`src/rtl/dmx2_8bit_buf.sv`:
```
// Buffered 1-to-2 demultiplexer: one valid/ready input stream steered by s into
// two independent first-word fall-through FIFOs, one per output channel.
module dmx2_8bit_buf #(
  parameter int WIDTH = 8,
  parameter int DEPTH = 2,
  parameter int CW    = 2
) (
  input  logic             clk,
  input  logic             reset_n,
  input  logic [WIDTH-1:0] d,
  input  logic             d_valid,
  output logic             d_ready,
  input  logic             s,
  output logic [WIDTH-1:0] y0,
  output logic             y0_valid,
  input  logic             y0_ready,
  output logic [CW-1:0]    y0_count,
  output logic [WIDTH-1:0] y1,
  output logic             y1_valid,
  input  logic             y1_ready,
  output logic [CW-1:0]    y1_count
);

  localparam int AW = (DEPTH > 1) ? $clog2(DEPTH) : 1;

  logic [1:0]            sel_s;
  logic [1:0]            ready_s;
  logic [1:0]            full_s;
  logic [1:0]            push_s;
  logic [1:0]            pop_s;
  logic [1:0][WIDTH-1:0] head_s;
  logic [1:0][CW-1:0]    cnt_s;

  assign sel_s   = {s, ~s};
  assign ready_s = {y1_ready, y0_ready};
  // Fullness alone gates the push; a pop in the same cycle does not free a slot.
  assign d_ready = ~full_s[s];

  for (genvar k = 0; k < 2; k++) begin : g_ch
    logic [WIDTH-1:0] mem_r [DEPTH];
    logic [AW-1:0]    wr_ptr_r;
    logic [AW-1:0]    rd_ptr_r;
    logic [CW-1:0]    count_r;
    logic [CW-1:0]    count_nxt_s;

    assign full_s[k] = (count_r == CW'(DEPTH));
    assign push_s[k] = d_valid & ~full_s[k] & sel_s[k];
    assign pop_s[k]  = (count_r != {CW{1'b0}}) & ready_s[k];

    // Occupancy update from this cycle's push/pop pair.
    always_comb begin
      count_nxt_s = count_r;
      case ({push_s[k], pop_s[k]})
        2'b10:   count_nxt_s = count_r + CW'(1);
        2'b01:   count_nxt_s = count_r - CW'(1);
        default: count_nxt_s = count_r;
      endcase
    end

    // Storage, pointers and count; pointers wrap naturally since DEPTH is a power of 2.
    always_ff @(posedge clk or negedge reset_n) begin
      if (!reset_n) begin
        wr_ptr_r <= {AW{1'b0}};
        rd_ptr_r <= {AW{1'b0}};
        count_r  <= {CW{1'b0}};
        for (int i = 0; i < DEPTH; i++) begin
          mem_r[i] <= {WIDTH{1'b0}};
        end
      end else begin
        if (push_s[k]) begin
          mem_r[wr_ptr_r] <= d;
          wr_ptr_r        <= wr_ptr_r + AW'(1);
        end
        if (pop_s[k]) begin
          rd_ptr_r <= rd_ptr_r + AW'(1);
        end
        count_r <= count_nxt_s;
      end
    end

    assign head_s[k] = (count_r != {CW{1'b0}}) ? mem_r[rd_ptr_r] : {WIDTH{1'b0}};
    assign cnt_s[k]  = count_r;
  end

  assign y0       = head_s[0];
  assign y0_valid = (cnt_s[0] != {CW{1'b0}});
  assign y0_count = cnt_s[0];
  assign y1       = head_s[1];
  assign y1_valid = (cnt_s[1] != {CW{1'b0}});
  assign y1_count = cnt_s[1];

endmodule

```
`config.mk`:
```
export PLATFORM = sky130hd
export DESIGN_NAME = dmx2_8bit_buf
export DESIGN_NICKNAME = d
export VERILOG_FILES = /design/src/rtl/dmx2_8bit_buf.sv
export SDC_FILE = /design/constraint.sdc
export NUM_CORES = 1
export LEC_CHECK = 0
export CORE_MARGIN = 2
export CORE_UTILIZATION = 60
export DETAILED_ROUTE_END_ITERATION = 6
export DONT_BUFFER_PORTS = 1
export GPL_ROUTABILITY_DRIVEN = 0
export PLACE_DENSITY = 0.76
export SYNTH_ARGS = -nofsm -noshare
export SYNTH_HDL_FRONTEND = slang
export SYNTH_SLANG_ARGS = --single-unit
```
`constraint.sdc`:
```
create_clock -name clk -period 2.01 [get_ports clk]
set_clock_uncertainty 0.2 [all_clocks]
set_input_delay 0.3015 -clock clk [delete_from_list [all_inputs] [get_ports clk]]
set_output_delay 0.3015 -clock clk [all_outputs]
set_load 0.005 [all_outputs]
```
Word level (Yosys, flattened, before mapping)
Index checks and enable logic that the tools add are counted.

Register bits after elaboration: 40. Bits of input ports: 14. Output and inout port bits: 23. Logic and storage cells: 69.

Add/sub/neg operators: 8. Magnitude comparators: 7. Equal/unequal tests: 6. Muxes and demuxes: 18. Bitwise operators: 14. Reduce and logical (&&, ||, !) cells: 6.

Operators by type and width (count): 8-bit 2-to-1 mux (10); 16-bit bitwise mux (2); 8-bit demux with 1-bit select (2); 2-bit equality test (second input constant) (4); 2-bit greater-or-equal comparator (second input constant) (4); 1-bit inverter with 2-bit output (4); 2-bit case mux with 2 select lines (2); 2-bit nonzero test (4); 1-bit AND (6); 1-bit adder (second input constant) (4); 2-bit by 1-bit adder with 2-bit output (second input constant) (2); 2-bit by 1-bit equality test with 1-bit output (second input constant) (2); 2-bit by 1-bit less-than comparator with 1-bit output (second input constant) (2); 1-bit inverter (4); 2-bit by 1-bit subtractor with 2-bit output (second input constant) (2); 1-bit logical AND (2); 1-bit by 2-bit less-than comparator with 1-bit output (second input constant) (1); 1-bit 2-to-1 mux (2).

Logic depth before layout (Yosys ltp)
Gate-level depths: netlist (run 1).

Depth in word-level cells: 6. Depth in mapped cells: 6. Mapped depth without buffers: 6.

Worst setup path before layout (run 1)
OpenSTA, ideal clock, no wires.

Path type: register -> register. Start point: reg g_ch[0].count_r[0] (netlist: y0_count[0]). End point: reg g_ch[0].count_r[1] (netlist: y0_count[1]). Library setup time: 0.079 ns. Arrival: 1.533 ns. Data required time: 1.731 ns. Slack: 0.198 ns. Cell stages (with the launch flop): 6. Path buffers: 0. Clock period less this slack: 1.812 ns. Cells stage by stage: dfrtp_1 nor2_1 nor2b_1 ha_1 nor2_1 xor2_1.

Elaborated cells on any way between the ends: 12. Those cells by class: add/sub (2); eq/ne (3); mux (1); bitwise (4); reduce/logical (2).

RTL lines: start, declared (line 43) `logic [CW-1:0] count_r;`; start signal, assigned (line 65) `count_r <= {CW{1'b0}};`; start signal, assigned (line 77) `count_r <= count_nxt_s;`; 2-bit nonzero test (*) (line 48) `assign pop_s[k] = (count_r != {CW{1'b0}}) & ready_s[k];`; 1-bit AND (*) (line 48); named net pop_s[0] (line 30) `logic [1:0] pop_s;`; 2-bit by 1-bit equality test with 1-bit output or 2-bit equality test (tied branches) (line 53) `case ({push_s[k], pop_s[k]})`; 2-bit case mux with 2 select lines or 2-bit nonzero test (tied branches).

Mark *: on every way through the listed nets, which the timed path passes. The rest lies on a longest branch. A chain may end at the register's enable or synchronous reset.

Final worst setup path (run 1)
Start point: reg g_ch[0].count_r[0] (netlist: y0_count[0]). End point: reg g_ch[0].mem_r[0] (netlist bit).

Cells in the longest elaborated chain, start to end: 4.

Ends and longest elaborated chain: 2-bit equality test (line 46) `assign full_s[k] = (count_r == CW'(DEPTH));`; 1-bit inverter (line 47) `assign push_s[k] = d_valid & ~full_s[k] & sel_s[k];`; 1-bit AND (2 in a row) (line 47); end signal, assigned by index (line 67) `mem_r[i] <= {WIDTH{1'b0}};`; end, declared (line 40) `logic [WIDTH-1:0] mem_r [DEPTH];`.

Every way passes these cells.

==> summary.md, run 1 <==
| Metric | Value |
|---|---|
| Status | finished clean |
| Initial cell density of the core | 62.1% |
| Max Cap Viol | 0 |
| Post-Syn Area | 1880 um2 |
| Post-DP HPWL | 2.22 mm |
| Synth warn | 0 |
| Top post-synthesis cells by area | dfrtp_1 53%, mux2i_1 8.5%, mux2_2 7.8% |
| CP max stage cell | or3b_1 |
| Crit path arrival time | 1.92 ns |
| Final TNS setup | 0 ns |
| Worst-path fanout max | 8 |
| Max Slew Vio Count | 0 |
| Asr flop ratio synth | 100% |
| Ant diodes | 0 |
| Core Util, Final | 70.1% |
| Routed wire length | 3.25 mm |
| Layout area overhead | 12.9% |
| Tmin final | 1.89 ns |
| TritonCTS Sinks | 40 |
| Least-Margin Pin Slew | 0.510 ns |
| Mux cell area share after synthesis | 29.3% |
| Worst Hold Class | input pin to register |
| Synth Flop Type | dfrtp_1 |
| Root buffer cell | clkbuf_4 |
| Final hold vios | 0 |
| Die Height | 60.0 um |
| WP data required | 2.04 ns |
| GRT Util Overall | 21.4% |
| Post-Synth XOR/XNOR Area | 4.66% |
| Post-route DRC | 0 |
| Static Leakage | 0.977 nW |
| Clock-pin transition on the worst setup and hold timing paths | 0.10 ns |
| Initial antenna violation count | 0 |
| Area post-placement | 1950 um2 |
| Final Cycle Share | 94.1% |
| Hold_ws | 0.0548 ns |
| Crit path largest cell delay | 0.62 ns |
| Largest net degree at the start of global routing | 41 |
| Total number of vias | 1097 |
| Port bufs | 0 |
| FP Rows | 20 |
| Drt via density | 5.35 |
| Most common cell in the synthesized netlist | dfrtp_1 |
| RSZ-0062 raised after global routing | no |
| Pre-antenna DRT Iters | 4 |
| DRT antenna net count | 0 |
| Die area | 3600 um2 |
| FF+latch count, synth | 40 |
| Startpoint Class | register |
| Core area | 3030 um2 |
| Layout cell share with drive strength beyond 1 | 21.1% |
| First-pass GRT wire length | 5.38 mm |
| Synth Area in Adders | 1.33% |
| Fillers | 243 |
| Number of synthesized flops with an enable pin | 0 |
| Slew margin rel. | 66.0% |
| Worst-Skew Late Latency | 0.34 ns |
| Post-synthesis simple-gate area fraction | 9.85% |
| I/O Pins | 37 |
| Post-CTS setup buffer count | 0 |
| Total gr overflow | 0 |
| CTS tree | built |
| WS Path Type | register to register |
| Max VDD drop | 0.916 mV |
| Largest family of logic cells by synthesized area | multiplexers |
| Layout Nets | 177 |
| Post-cts gate resize count | 0 |
| Buffers and inverters on the worst path | 0 |
| Area leader, netlist | dfrtp_1 |
| Family with the most delay on the worst path | simple AND/OR/NAND/NOR gates |
| Syn nets | 157 |
| Design area | 2120 um2 |
| Finish-stage setup viols | 0 |
| Drt wl/cell | 15.8 um |
| Crit-path cells | nor2b_1, or3b_1, mux2_4 |
| CP endpoint kind | register |
| Gate count of the mapped netlist | 141 |
| Yosys cell types | 20 |
| Hold_buf cts | 12 |
| Max clock buf depth | 2 |
| H-tree depth | 2 |
| Synth Area in Compound Gates | 0.266% |
| Chip width | 60.0 um |
| Post-Syn Area per Cell | 13.3 um2 |
| Num CTS Buffers | 5 |
| Highest clock rate | 0.528 GHz |
| DRT iter0 DRCs | 11 |
| Seq/Total Area, Yosys | 53.2% |
| Power density over cell area | 1510 nW/um2 |
| Vias in the first global route | 1075 |
| Top-area cell type share of the netlist area | 53.2% |
| Synth top cells by count | 40 x dfrtp_1, 21 x nor2_1, 16 x mux2i_1 |
==> layer usage <==
layer  part of all wire (%)  global-route usage, %
met1                     46                   29.2
met3                    4.6                   5.41
met2                     47                   31.2
met4                    2.2                   11.4
met5                      0                      0
==> registers in the layout, indices dropped and copies added (netlist names) <==
name,count
g_ch.mem_r,32
g_ch.rd_ptr_r,2
g_ch.wr_ptr_r,2
y0_count,2
y1_count,2
==> cell families after synthesis <==
group                      after synthesis
muxes                                   48
DFF                                     40
and+or+nand+nor                         35
xor gates and xnor gates                10
buffers and inverters                    5
adders and majority gates                2
AOI/OAI and AO/OA                        1
==> through the flow <==
stage               cells  total power, mW  setup WS (ns)
floorplan             141             2.56          0.198
global placement      186             2.77          0.174
detailed placement    186             2.84          0.122
CTS                   205             3.25          0.118
global route          205             3.48         0.0371
finish                205             3.21          0.118
==> layout by cell type (no fill, tap or decap), drive strengths merged <==
master,instances
a21oi,1
buf,5
clkbuf,6
clkinv,1
dfrtp,40
dlygate4sd3,11
ha,2
inv,2
mux2,32
mux2i,16
nand2,1
nand2b,4
nand3,1
nand4,1
nor2,21
nor2b,4
nor3,2
or3b,1
xnor2,6
xor2,4
==> report_power, final <==
group	leakage [nW]	switching, mW	internal [mW]
Clock	0.0281	0.235	0.129
Combinational	0.475	0.564	0.721
Sequential	0.474	0.343	1.22
==> area by class of cell <==
class / instances / area [um2] / share of cell area [%]
Inverter: 2 / 7.51 / 0.354
Clock inverter: 1 / 5.00 / 0.236
Multi-Input combinational cell: 96 / 853 / 40.2
Tap cell: 44 / 55.1 / 2.59
Timing Repair Buffer: 16 / 160 / 7.54
Clock buffer: 6 / 41.3 / 1.94
Sequential cell: 40 / 1000 / 47.1
==> path summary, 6_finish.rpt <==
path                                              startpoint                      endpoint  slack (ns)  depth (start not counted)
worst min register to register  g_ch[0].mem_r[8]$_DFFE_PN0P_  g_ch[0].mem_r[8]$_DFFE_PN0P_        0.30                          1
min in group asynchronous                            reset_n  g_ch[0].rd_ptr_r$_DFFE_PN0P_        0.22                          2
max in group asynchronous                            reset_n  g_ch[1].mem_r[1]$_DFFE_PN0P_        1.20                          2
worst max register to register       y0_count[0]$_DFFE_PN0P_  g_ch[0].mem_r[0]$_DFFE_PN0P_        0.12                          3
worst max-delay path                 y0_count[0]$_DFFE_PN0P_  g_ch[0].mem_r[0]$_DFFE_PN0P_        0.12                          3
worst min-delay path                                y0_ready  g_ch[0].rd_ptr_r$_DFFE_PN0P_        0.05                          2
Power figures use the tool's default switching activity.
==> inputs of run 2 (changes only) <==
==> config.mk (replaced) <==
export PLATFORM = sky130hd
export DESIGN_NAME = dmx2_8bit_buf
export DESIGN_NICKNAME = d
export VERILOG_FILES = /design/src/rtl/dmx2_8bit_buf.sv
export SDC_FILE = /design/constraint.sdc
export NUM_CORES = 1
export LEC_CHECK = 0
export BUFFER_PORTS_ARGS = -buffer_cell sky130_fd_sc_hd__buf_2
export CORE_MARGIN = 2
export CORE_UTILIZATION = 54
export DETAILED_ROUTE_END_ITERATION = 6
export GPL_ROUTABILITY_DRIVEN = 0
export PLACE_DENSITY = 0.78
export SYNTH_ARGS = -nofsm -noshare
export SYNTH_HDL_FRONTEND = slang
export SYNTH_SLANG_ARGS = --single-unit
==> run 2 against run 1 <==
  * Core utilization shrank 2.7 points
  * Final cell count grew 15%
  * Worst hold slack got worse by 0.033 ns
  * Via count increased by 9.8%
  * Wire length grew 6.4%
  * Count of clock-buffer cells in the layout unchanged
  * Non-clock buffer count is 27 higher
  * Cell area up 6.0%
  * Critical path depth did not move
  * Power up 15%
  * Global-route usage fell by 1.0 points
  * Fmax shrank 2.2%
  * Critical path type unchanged
  * Critical endpoint is now g_ch[0].mem_r[7]$_DFFE_PN0P_
  * Largest power group unchanged
==> summary.md, run 2 (synthesized netlist as in run 1, its figures left out) <==
| Metric | Value |
|---|---|
| Post-CTS setup buffer count | 0 |
| Most common cell after layout, fill and taps aside | dfrtp_1 |
| Area post-placement | 2140 um2 |
| Layout cell share with drive strength beyond 1 | 39.2% |
| WS Path Type | register to register |
| Hold EP | g_ch[0].mem_r[10]$_DFFE_PN0P_ |
| Drt wl/cell | 14.7 um |
| Port bufs | 36 |
| Clock-pin transition on the worst setup and hold timing paths | 0.12 ns |
| Num CTS Buffers | 5 |
| Ant diodes | 0 |
| H-tree depth | 2 |
| GRT Util Overall | 20.3% |
| Family with the most delay on the worst path | simple AND/OR/NAND/NOR gates |
| Setup Slack @ Placement | 0.0863 ns |
| Layout area overhead | 19.6% |
| Tmin final | 1.93 ns |
| CP max stage cell | or3b_1 |
| Sw Ratio | 34.0% |
| Vias in the first global route | 1269 |
| Crit path arrival time | 1.98 ns |
| Most flop-heavy register | g_ch.mem_r |
| Slew margin rel. | 66.1% |
| Startpoint of the worst hold path | d[2] |
| Static Leakage | 1.10 nW |
| FP Rows | 21 |
| Routed wire length | 3.46 mm |
| Drt via density | 5.13 |
| CP endpoint kind | register |
| Reg2Reg Capture Point | g_ch[0].mem_r[7]$_DFFE_PN0P_ |
| Buffers and inverters on the worst path | 0 |
| Total gr overflow | 0 |
| Layout Nets | 204 |
| Max Cap Viol | 0 |
| Max clock buf depth | 2 |
| Pre-antenna DRT Iters | 4 |
| Largest register FFs | 32 |
| Largest net degree at the start of global routing | 41 |
| Power density over cell area | 1640 nW/um2 |
| Root buffer cell | clkbuf_4 |
| I/O Pins | 37 |
| Internal Power | 2.43 mW |
| R2R Path Start | y0_count[1]$_DFFE_PN0P_ |
| Die Height | 63.0 um |
| Worst-path fanout max | 8 |
| Crit path largest cell delay | 0.62 ns |
| DRT antenna net count | 0 |
| Net Switching | 1.25 mW |
| Sequential power share | 42.9% |
| Core area | 3340 um2 |
| Worst hold path cell count | 2 |
| Status | finished clean |
| Max VDD drop | 0.758 mV |
| Final hold vios | 0 |
| Total power | 3.68 mW |
| Final TNS setup | 0 ns |
| Least-Margin Pin Slew | 0.508 ns |
| First-pass GRT wire length | 6.07 mm |
| Clock power frac | 15.3% |
| Reg2Reg Setup Slack | 0.08 ns |
| Worst setup margin | 0.0759 ns |
| Post-DP HPWL | 2.49 mm |
| Total number of vias | 1205 |
| Design area | 2250 um2 |
| Final Cycle Share | 96.2% |
| FF-to-FF path depth | 3 |
| RSZ-0062 raised after global routing | no |
| Die area | 3970 um2 |
| DRT iter0 DRCs | 50 |
| Max Slew Vio Count | 0 |
| WP data required | 2.06 ns |
| Commonest non-fill, non-tap cells in the layout | 38 x dfrtp_1, 36 x buf_2, 21 x nor2_1 |
| Finish-stage setup viols | 0 |
| CTS tree | built |
| Highest clock rate | 0.517 GHz |
| Worst Hold Class | input pin to register |
| Worst-Skew Late Latency | 0.35 ns |
| Initial antenna violation count | 0 |
| Post-route DRC | 0 |
| TritonCTS Sinks | 40 |
| Startpoint Class | register |
| Initial cell density of the core | 56.4% |
| Crit-path cells | nor2b_1, or3b_1, mux2_4 |
| Power share of the combinational group | 41.8% |
| Chip width | 63.0 um |
-- run 2: cell types whose count changed in the layout (fill, tap and decap cells not counted) --
| cell | before | now |
|---|---|---|
| buf_12 | 1 | 0 |
| buf_2 | 0 | 36 |
| buf_4 | 4 | 5 |
| bufinv_16 | 0 | 1 |
| clkbuf_1 | 1 | 0 |
| clkbuf_8 | 0 | 1 |
| clkinv_2 | 1 | 0 |
| clkinv_4 | 0 | 1 |
| dfrtp_1 | 40 | 38 |
| dfrtp_2 | 0 | 2 |
| dlygate4sd3_1 | 11 | 2 |
-- run 2: layout make-up --
type / count / area, um2
sequential: 40 / 1000
timing repair buffer: 43 / 238
tap: 46 / 57.6
multi-input combinational: 96 / 853
fill: 273 / 1090
clock buffer: 6 / 51.3
clock inverter: 2 / 38.8
inverter: 2 / 7.51
-- run 2: per-stage QoR --
step | util (%) | cells | hold slack [ns]
after floorplan | - | 141 | -0.194
after global placement | 64.0 | 225 | 0.177
after detailed placement | 64.0 | 225 | 0.187
after CTS | 67.3 | 235 | 0.00689
after global routing | 67.4 | 235 | 0.00474
final | 67.4 | 235 | 0.0221
-- run 2: layer usage --
layer	up-vias	global-route usage (%)	routed length (um)
met5	-	0	0
met4	0	9.17	68
met3	5	5.59	149
met2	26	33.2	1680
met1	598	25.1	1560
li1	576	-	-
-- run 2: power by group through the flow --
stage,clock (mW),combinational (mW),sequential [mW]
floorplan,0,1.12,1.44
global placement,0,1.50,1.55
detailed placement,0,1.56,1.59
CTS,0.579,1.57,1.58
global route,0.612,1.71,1.65
finish,0.562,1.54,1.58
-- run 2: worst register-to-register path, stage by stage (launching register included) --
cell and delay [ns]:
dfrtp_1 0.45, nor2b_1 0.19, or3b_1 0.62, mux2_4 0.38
-- run 2: how the worst max path moves through the flow --
stage | start | endpoint | slack (ns) | cells past startpoint
3_5_place_dp | y0_count[1]$_DFFE_PN0P_ | g_ch[0].mem_r[5]$_DFFE_PN0P_ | 0.09 | 3
5_1_grt | y0_count[1]$_DFFE_PN0P_ | g_ch[0].mem_r[7]$_DFFE_PN0P_ | 0.02 | 3
6_report | y0_count[1]$_DFFE_PN0P_ | g_ch[0].mem_r[7]$_DFFE_PN0P_ | 0.08 | 3
3_3_place_gp | y0_count[1]$_DFFE_PN0P_ | g_ch[0].mem_r[1]$_DFFE_PN0P_ | 0.15 | 3
4_1_cts | g_ch[1].rd_ptr_r$_DFFE_PN0P_ | y1[4] | 0.04 | 3
2_1_floorplan | y0_count[0]$_DFFE_PN0P_ | y0_count[1]$_DFFE_PN0P_ | 0.20 | 5
-- run 2: repair_timing --
item	in CTS	in global routing
hold buffers	2	0
hold endpoints to repair	41	0
gates resized for setup	0	2
endpoints found under the setup margin	0	14
